--- src/rtl/multi_alarm_adjust.sv ---
// multi_alarm_adjust: editor for the clock time and NUM_ALARMS alarm channels.
// A cursor walks every hours/minutes field. Up/down auto-repeat while held.
// A one-cycle commit pulse hands the edited shadow values to the
// timekeeper and the alarm comparators.
module multi_alarm_adjust #(
  parameter int NUM_ALARMS   = 2,
  parameter int HOUR_MAX     = 24,
  parameter int CARRY_EN     = 1,
  parameter int REPEAT_DELAY = 50,
  parameter int REPEAT_RATE  = 10,
  localparam int NCH    = NUM_ALARMS + 1,
  localparam int NFIELD = 2 * NCH,
  localparam int CHW    = (NCH > 1) ? $clog2(NCH) : 1
) (
  input  logic              clk,
  input  logic              reset,
  input  logic              enable,
  input  logic [4:0]        btn,
  input  logic [5*NCH-1:0]  hours_in,
  input  logic [6*NCH-1:0]  minutes_in,
  output logic [5*NCH-1:0]  hours_out,
  output logic [6*NCH-1:0]  minutes_out,
  output logic              commit,
  output logic [NCH-1:0]    dirty,
  output logic [2:0]        sel_tens,
  output logic [3:0]        sel_units,
  output logic [CHW-1:0]    sel_channel,
  output logic              sel_is_min,
  output logic [NFIELD-1:0] led
);

  localparam int FW      = $clog2(NFIELD);
  localparam int CNT_MAX = (REPEAT_DELAY > REPEAT_RATE) ? REPEAT_DELAY : REPEAT_RATE;
  localparam int CW      = $clog2(CNT_MAX + 1);

  localparam logic [CW-1:0] DELAY_C    = CW'(REPEAT_DELAY);
  localparam logic [CW-1:0] RATE_C     = CW'(REPEAT_RATE);
  localparam logic [4:0]    HOUR_LAST  = 5'(HOUR_MAX - 1);
  localparam logic [5:0]    HOUR_LIM   = 6'(HOUR_MAX);
  localparam logic [FW-1:0] FIELD_LAST = FW'(NFIELD - 1);

  typedef enum logic [1:0] {S_IDLE, S_LOAD, S_EDIT, S_COMMIT} state_e;

  state_e        state_q, state_d;
  logic [4:0]    btn_q;
  logic [4:0]    press;
  logic [FW-1:0] cursor_q, cursor_d;
  logic          edit_act;
  logic          move_l, move_r, moved;
  logic [1:0]    step;
  logic          load_en;
  logic [5:0]    sel_val;

  assign press   = btn & ~btn_q;
  assign load_en = (state_q == S_LOAD);

  // Edit actions need EDIT with enable high; a center press pre-empts all other buttons.
  assign edit_act = (state_q == S_EDIT) && enable && !press[0];
  assign move_r   = edit_act && press[2] && !press[1];
  assign move_l   = edit_act && press[1] && !press[2];
  assign moved    = move_l || move_r;

  // State, button history and cursor registers.
  always_ff @(posedge clk or negedge reset) begin
    if (!reset) begin
      state_q  <= S_IDLE;
      btn_q    <= '0;
      cursor_q <= '0;
    end else begin
      state_q  <= state_d;
      btn_q    <= btn;
      cursor_q <= cursor_d;
    end
  end

  // Next state. In EDIT, a low enable aborts the edit before a center press can commit.
  always_comb begin
    state_d = state_q;
    case (state_q)
      S_IDLE:   if (press[0] && enable) state_d = S_LOAD;
      S_LOAD:   state_d = enable ? S_EDIT : S_IDLE;
      S_EDIT: begin
        if (!enable)       state_d = S_IDLE;
        else if (press[0]) state_d = S_COMMIT;
      end
      S_COMMIT: state_d = S_IDLE;
      default:  state_d = S_IDLE;
    endcase
  end

  // The cursor resets on LOAD and wraps at both ends.
  always_comb begin
    cursor_d = cursor_q;
    if (load_en)
      cursor_d = '0;
    else if (move_r)
      cursor_d = (cursor_q == FIELD_LAST) ? '0 : cursor_q + FW'(1);
    else if (move_l)
      cursor_d = (cursor_q == '0) ? FIELD_LAST : cursor_q - FW'(1);
  end

  // Auto-repeat generator per direction: gi=0 up (btn[3]), gi=1 down (btn[4]).
  // A count of zero means idle. After a clear, a held button stays silent until it is pressed again.
  for (genvar gi = 0; gi < 2; gi++) begin : g_rep
    logic [CW-1:0] cnt_q, cnt_d;
    logic          rep_q, rep_d;
    logic          step_l;
    logic          clr;

    assign clr = !edit_act || moved || (btn[3] && btn[4]);

    // Repeat counter and repeat-phase flag.
    always_ff @(posedge clk or negedge reset) begin
      if (!reset) begin
        cnt_q <= '0;
        rep_q <= 1'b0;
      end else begin
        cnt_q <= cnt_d;
        rep_q <= rep_d;
      end
    end

    // Step on the press edge. The first repeat comes DELAY cycles later, then one every RATE cycles.
    always_comb begin
      cnt_d  = cnt_q;
      rep_d  = rep_q;
      step_l = 1'b0;
      if (clr || !btn[3+gi]) begin
        cnt_d = '0;
        rep_d = 1'b0;
      end else if (press[3+gi]) begin
        step_l = 1'b1;
        cnt_d  = CW'(1);
        rep_d  = 1'b0;
      end else if (cnt_q != '0) begin
        if (cnt_q == (rep_q ? RATE_C : DELAY_C)) begin
          step_l = 1'b1;
          cnt_d  = CW'(1);
          rep_d  = 1'b1;
        end else begin
          cnt_d = cnt_q + CW'(1);
        end
      end
    end

    assign step[gi] = step_l;
  end

  assign sel_channel = CHW'(cursor_q >> 1);
  assign sel_is_min  = cursor_q[0];

  // Shadow registers for each channel, with out-of-range sanitising on load and wrap/carry on steps.
  for (genvar gi = 0; gi < NCH; gi++) begin : g_ch
    logic [4:0] hr_q, hr_d, hr_inc, hr_dec, hr_in_c;
    logic [5:0] mn_q, mn_d, mn_in_c;
    logic       sel_this;

    assign hr_in_c  = hours_in[5*gi +: 5];
    assign mn_in_c  = minutes_in[6*gi +: 6];
    assign sel_this = (sel_channel == CHW'(gi));
    assign hr_inc   = (hr_q == HOUR_LAST) ? 5'd0 : hr_q + 5'd1;
    assign hr_dec   = (hr_q == 5'd0) ? HOUR_LAST : hr_q - 5'd1;

    // Shadow hours/minutes storage.
    always_ff @(posedge clk or negedge reset) begin
      if (!reset) begin
        hr_q <= '0;
        mn_q <= '0;
      end else begin
        hr_q <= hr_d;
        mn_q <= mn_d;
      end
    end

    // Load from the inputs, or apply an up/down step when this channel is under the cursor.
    always_comb begin
      hr_d = hr_q;
      mn_d = mn_q;
      if (load_en) begin
        hr_d = ({1'b0, hr_in_c} >= HOUR_LIM) ? 5'd0 : hr_in_c;
        mn_d = (mn_in_c > 6'd59) ? 6'd0 : mn_in_c;
      end else if (sel_this && step[0]) begin
        if (!sel_is_min) begin
          hr_d = hr_inc;
        end else if (mn_q == 6'd59) begin
          mn_d = 6'd0;
          if (CARRY_EN != 0) hr_d = hr_inc;
        end else begin
          mn_d = mn_q + 6'd1;
        end
      end else if (sel_this && step[1]) begin
        if (!sel_is_min) begin
          hr_d = hr_dec;
        end else if (mn_q == 6'd0) begin
          mn_d = 6'd59;
          if (CARRY_EN != 0) hr_d = hr_dec;
        end else begin
          mn_d = mn_q - 6'd1;
        end
      end
    end

    assign hours_out[5*gi +: 5]   = hr_q;
    assign minutes_out[6*gi +: 6] = mn_q;
    assign dirty[gi]              = (hr_q != hr_in_c) || (mn_q != mn_in_c);
  end

  // Value under the cursor, split into BCD digits for the display mux.
  always_comb begin
    sel_val = '0;
    for (int c = 0; c < NCH; c++) begin
      if (sel_channel == CHW'(c))
        sel_val = sel_is_min ? minutes_out[6*c +: 6] : {1'b0, hours_out[5*c +: 5]};
    end
  end

  assign sel_tens  = 3'(sel_val / 6'd10);
  assign sel_units = 4'(sel_val % 6'd10);
  assign commit    = (state_q == S_COMMIT);
  assign led       = (state_q == S_EDIT) ? (NFIELD'(1) << cursor_q) : '0;

endmodule
--- config.mk ---
export PLATFORM = sky130hd
export DESIGN_NAME = multi_alarm_adjust
export DESIGN_NICKNAME = d
export VERILOG_FILES = /design/src/rtl/multi_alarm_adjust.sv
export SDC_FILE = /design/constraint.sdc
export NUM_CORES = 1
export LEC_CHECK = 0
export ABC_AREA = 1
export ABC_CLOCK_PERIOD_IN_PS = 5600
export CAP_MARGIN = 5
export CORE_AREA = 2 2 92 130
export DETAILED_ROUTE_END_ITERATION = 12
export DIE_AREA = 0 0 94 132
export PLACE_DENSITY = 0.72
export SETUP_SLACK_MARGIN = 0.02
export SLEW_MARGIN = 20
export SYNTH_ARGS = -nofsm -noshare
export SYNTH_HDL_FRONTEND = slang
export SYNTH_SLANG_ARGS = --single-unit
--- constraint.sdc ---
create_clock -name clk -period 5.6 [get_ports clk]
set_input_delay 1.12 -clock clk [delete_from_list [all_inputs] [get_ports clk]]
set_output_delay 1.12 -clock clk [all_outputs]
set_load 0.02 [all_outputs]
## After elaboration in Yosys (flattened, before gate mapping)

Cells that the tools add are included.

- Register bits after elaboration: 57
- Input bits: 41
- Output and inout port bits: 53
- Logic and storage cells: 227

- Add/subtract/negate cells: 16
- Div/mod/pow operators: 2
- Order comparisons: 6
- Equal/unequal tests: 34
- Shift-type cells: 1
- Muxes and demuxes: 97
- Bitwise operators: 2
- Reductions and logical operators: 56

Operators by type and width:

| operator | number |
|---|---|
| $mux W6 | 41 |
| $mux W5 | 30 |
| $add A6 B1 Y6 const B | 5 |
| $reduce_bool A3 Y1 | 8 |
| $ne A3 B3 Y1 const B | 7 |
| $eq A6 B6 Y1 const B | 3 |
| $gt A6 B6 Y1 const B | 3 |
| $logic_not A6 Y1 | 3 |
| $ne A6 B6 Y1 | 3 |
| $reduce_and A3 Y1 | 6 |
| $sub A6 B1 Y6 const B | 3 |
| $mux W1 | 16 |
| $add A5 B1 Y5 const B | 3 |
| $eq A5 B5 Y1 const B | 3 |
| $ge A5 B5 Y1 const B | 3 |
| $logic_not A5 Y1 | 3 |
| $mux W3 | 5 |
| $ne A5 B5 Y1 | 3 |
| $sub A5 B1 Y5 const B | 3 |
| $logic_and A1 B1 Y1 | 14 |
| $eq A6 B6 Y1 | 2 |
| $ne A4 B1 Y1 const B | 3 |
| $ne A4 B3 Y1 const B | 3 |
| $reduce_bool A6 Y1 | 2 |
| other kinds (18) | 39 |

## Logic depth before layout (Yosys ltp)

- Depth in word-level cells: 15
- Gate-level depth with buffers: 23
- Mapped depth without buffers: 22

## Worst setup path before layout

No wires, ideal clock.

- Path type: reg2out
- Start point: register cursor_q[1]
- End point: output port sel_units[3]
- Arrival time: 2.659 ns
- Data required time: 4.480 ns
- Path slack: 1.821 ns
- Cell stages (with the launch flop): 22
- Path buffers: 1
- Path through: dfrtp_1 > buf_6 > nor2_2 > nand3_2 > nand3_2 > nand2_2 > nand2_2 > ha_1 > inv_1 > nor2_1 > nand2_1 > nand3_2 > nand2_4 > nand2_4 > nand2_1 > nand2_1 > inv_1 > ha_1 > nand3b_1 > nand2_1 > nand2_1 > nand2_1

- Longest elaborated chain between the ends: 5
- Elaborated cells on any way between the ends: 7
- Those cells by class: div: 1; eq/ne: 2; mux: 3; reduce/logical: 1

Ends and longest elaborated chain:

| what | line | text |
|---|---|---|
| start: declaration | 47 | `logic [FW-1:0] cursor_q, cursor_d;` |
| start signal: assignment | 72 | `cursor_q <= cursor_d;` |
| $logic_not A2 Y1 | 212 | `if (sel_channel == CHW'(c))` |
| $mux W6 (2 in series) | 212 |  |
| $mux W6 (*) | 212 |  |
| $mod A6 B4 Y6 (*) | 218 | `assign sel_units = 4'(sel_val % 6'd10);` |
| end: declaration | 26 | `output logic [3:0] sel_units,` |

Every way passes the cells marked *; elsewhere a longest branch is shown, timed or not.

## Final worst setup path

- Start point: register cursor_q[0]
- End point: output port sel_units[3]

- Longest elaborated chain between the ends: 5
- Elaborated cells on any way between the ends: 7
- Those cells by class: div: 1; mux: 6

Ends and longest elaborated chain:

| what | line | text |
|---|---|---|
| $mux W6 | 213 | `sel_val = sel_is_min ? minutes_out[6*c +: 6] : {1'b0, hours_out[5*c +: 5]};` |
| $mux W6 (2 in series) | 212 |  |
| $mux W6 (*) | 212 |  |
| $mod A6 B4 Y6 (*) | 218 |  |

Marked as above.

==> out/qor.yml <==
period_share: 0.919
drv_slew: 0
start_kind: "flop"
io_buffers: 93
cts_tree: "yes"
dr.pass1.iters: 6
design_area_um2: 6830
max_cap_viol_count: 0
netlist_area_um2: 5510
htreeDepth: 3
synth-seq-cells: 57
routedWlPerCell_um: 15.1
ys_types: 47
initial_core_util: 0.491
cp_max_fo: 28
finalNetCount: 974
post_synth.cell_area_avg_um2: 6.70
clk_path_buf_depth: 2
yosys_warnings: 0
num_rows: 46
antenna_found_initial: 0
grt_pass1_vias: 5797
final_common_cell: "nand2_1"
ant_nets: 0
wl_um: 16000
fin_util: 0.608
fin_crit_ns: 5.15
worstSetupEndpointType: "primary output"
grtUsageTotal: 0.263
maxSlewHeadroom: 0.418
area_growth_pct: 23.8
synth_enable_flop_cells: 0
clk_latency_ns: 0.34
grt-ovfl-total: 0
p_per_area_nw_per_um2: 508
hold_viol_final: 0
ioPinCount: 94
worst_pin_slew_ns: 0.873
setup_violations: 0
design.core.area_um2: 11200
hold_class: "flop to flop"
worstPathRequired_ns: 4.48
root_buffer: "clkbuf_16"
die_y_um: 132
arrival_ns: 4.03
synth_nets: 892
num_vias: 5929
path_clk_slew_ns: 0.06
synth-main-ff-cell: "dfrtp_1"
dieWidth_um: 94
ir_drop_uv: 285
diodes: 0
seq_area_frac_synth: 0.259
grt_setup_unrepaired: "no"
n_fill_cell: 1052
postCtsSetupBuffers: 0
cts_resized: 0
numCtsBuffers: 9
synth-async-reset-ratio: 1.00
dieArea_um2: 12400
fmax_mhz: 194
power_leakage_nw: 3.05
fin_worst_skew_ns: 0.00684
grt_max_degree: 58
finalSetupTns_ns: 0
drc: 0
status: "completed"
final_cell_mix: "nand2_1, inv_1, nand3_1, clkdlybuf4s50_1, o21ai_0"
worst-setup-path-type: "flop to primary output"
drt_iter0_markers: 497
final_layout_size_suffix_gt1_frac: 0.0780
grt_pass1_wl_um: 26700
cts_sinks: 57
viasPerCell: 5.63
syn_inst: 823
gp_congestion: 0.950
postCtsHoldBufs: 0
hpwl_um: 12000
place_area_um2: 6500
-- final cells by class --
cell class	count	area, um^2	area share
repair buffers	95	941	0.138
clock inverters	7	104	0.0152
flip-flops and latches	57	1430	0.209
multi-input cells	636	3550	0.520
clock buffers	9	225	0.0330
well taps	144	180	0.0264
inverters	106	400	0.0586
-- cells by family (layout without fill, tap and decap cells) --
group                      after synthesis  count (layout)  share of synthesized area
DFF                                     57              57                      0.259
and+or+nand+nor                        403             403                      0.337
xor gates and xnor gates                52              52                     0.0826
buffers and inverters                  130             217                     0.0973
AOI/OAI and AO/OA                      153             153                      0.161
adders and majority gates               28              28                     0.0635
-- report_power, final --
part           total (mW)  internal, mW  switching, mW
sequential          0.778         0.528          0.251
clock               0.618         0.394          0.224
combinational        2.07         0.889           1.18
total                3.47          1.81           1.66
-- cell usage after synthesis, types with 4 or more instances --
library cell	number	area share
clkbuf_1	9	0.0061
nand3_2	4	0.0073
nand4_1	15	0.017
nor4_1	7	0.0079
inv_1	97	0.066
nor3_1	15	0.014
ha_1	28	0.064
o21ai_0	76	0.069
nand3_1	92	0.084
inv_2	6	0.0041
o22ai_1	6	0.0068
a21oi_1	23	0.021
or2_2	8	0.0091
nand2_2	14	0.016
nor2_4	5	0.010
xor2_1	34	0.054
xnor2_1	18	0.029
dfrtp_1	57	0.26
buf_4	4	0.0054
nand2_1	179	0.12
buf_2	7	0.0064
a31oi_1	7	0.0079
o211ai_1	11	0.015
o21ai_1	13	0.012
nor2_1	53	0.036
nor2_2	5	0.0057
-- critical path: stages, from the launching register on --
cell and delay, ns:
dfrtp_1 0.91, inv_4 0.21, nor2_1 0.20, nand2_1 0.08, nand3_2 0.13, nand2_2 0.10
nand2_2 0.13, ha_1 0.17, inv_1 0.04, nor2_1 0.10, nand2_1 0.07, nand3_2 0.11
nand2_4 0.08, nand2_4 0.08, nand2_1 0.06, nand2_1 0.08, inv_1 0.04, ha_1 0.18
nand3b_1 0.15, nand2_1 0.06, nand2_1 0.05, nand2_1 0.05, clkdlybuf4s50_1 0.59
-- stage by stage --
step	std cells	hold WS (ns)	power [mW]	setup slack [ns]
global placement	1038	0.411	2.79	0.999
global route	1054	0.455	3.75	0.0453
finish	1054	0.426	3.47	0.451
floorplan	823	0.409	2.14	1.82
CTS	1054	0.431	3.46	0.494
detailed placement	1038	0.428	2.84	0.869
-- registers in the layout, summed over array words and instances, names as in the netlist --
signal,cells
g_rep.rep_q,2
cursor_q,3
g_rep.cnt_q,12
g_ch.hr_q,15
g_ch.mn_q,18
state_q,2
btn_q,5
-- layer usage --
| layer | wire length, um | vias to the layer above | track usage |
|---|---|---|---|
| met4 | 525 | 0 | 0.118 |
| met3 | 904 | 48 | 0.0463 |
| li1 | - | 2908 | - |
| met1 | 6420 | 2750 | 0.312 |
| met5 | 0 | - | 0 |
| met2 | 8120 | 223 | 0.456 |
-- final timing paths --
kind / start / to / slack, ns / cells past startpoint
min in group asynchronous: reset / g_ch[1].hr_q[2] / 0.94 / 2
min reg2reg: btn_q[0] / state_q[0] / 0.43 / 1
max in group asynchronous: reset / g_ch[2].hr_q[4] / 4.14 / 2
max reg2reg: state_q[0] / g_ch[2].hr_q[2] / 3.06 / 12
max: cursor_q[0] / sel_units[3] / 0.45 / 22
min: btn_q[0] / state_q[0] / 0.43 / 1
Note: power is estimated with default switching activity, not from simulation.
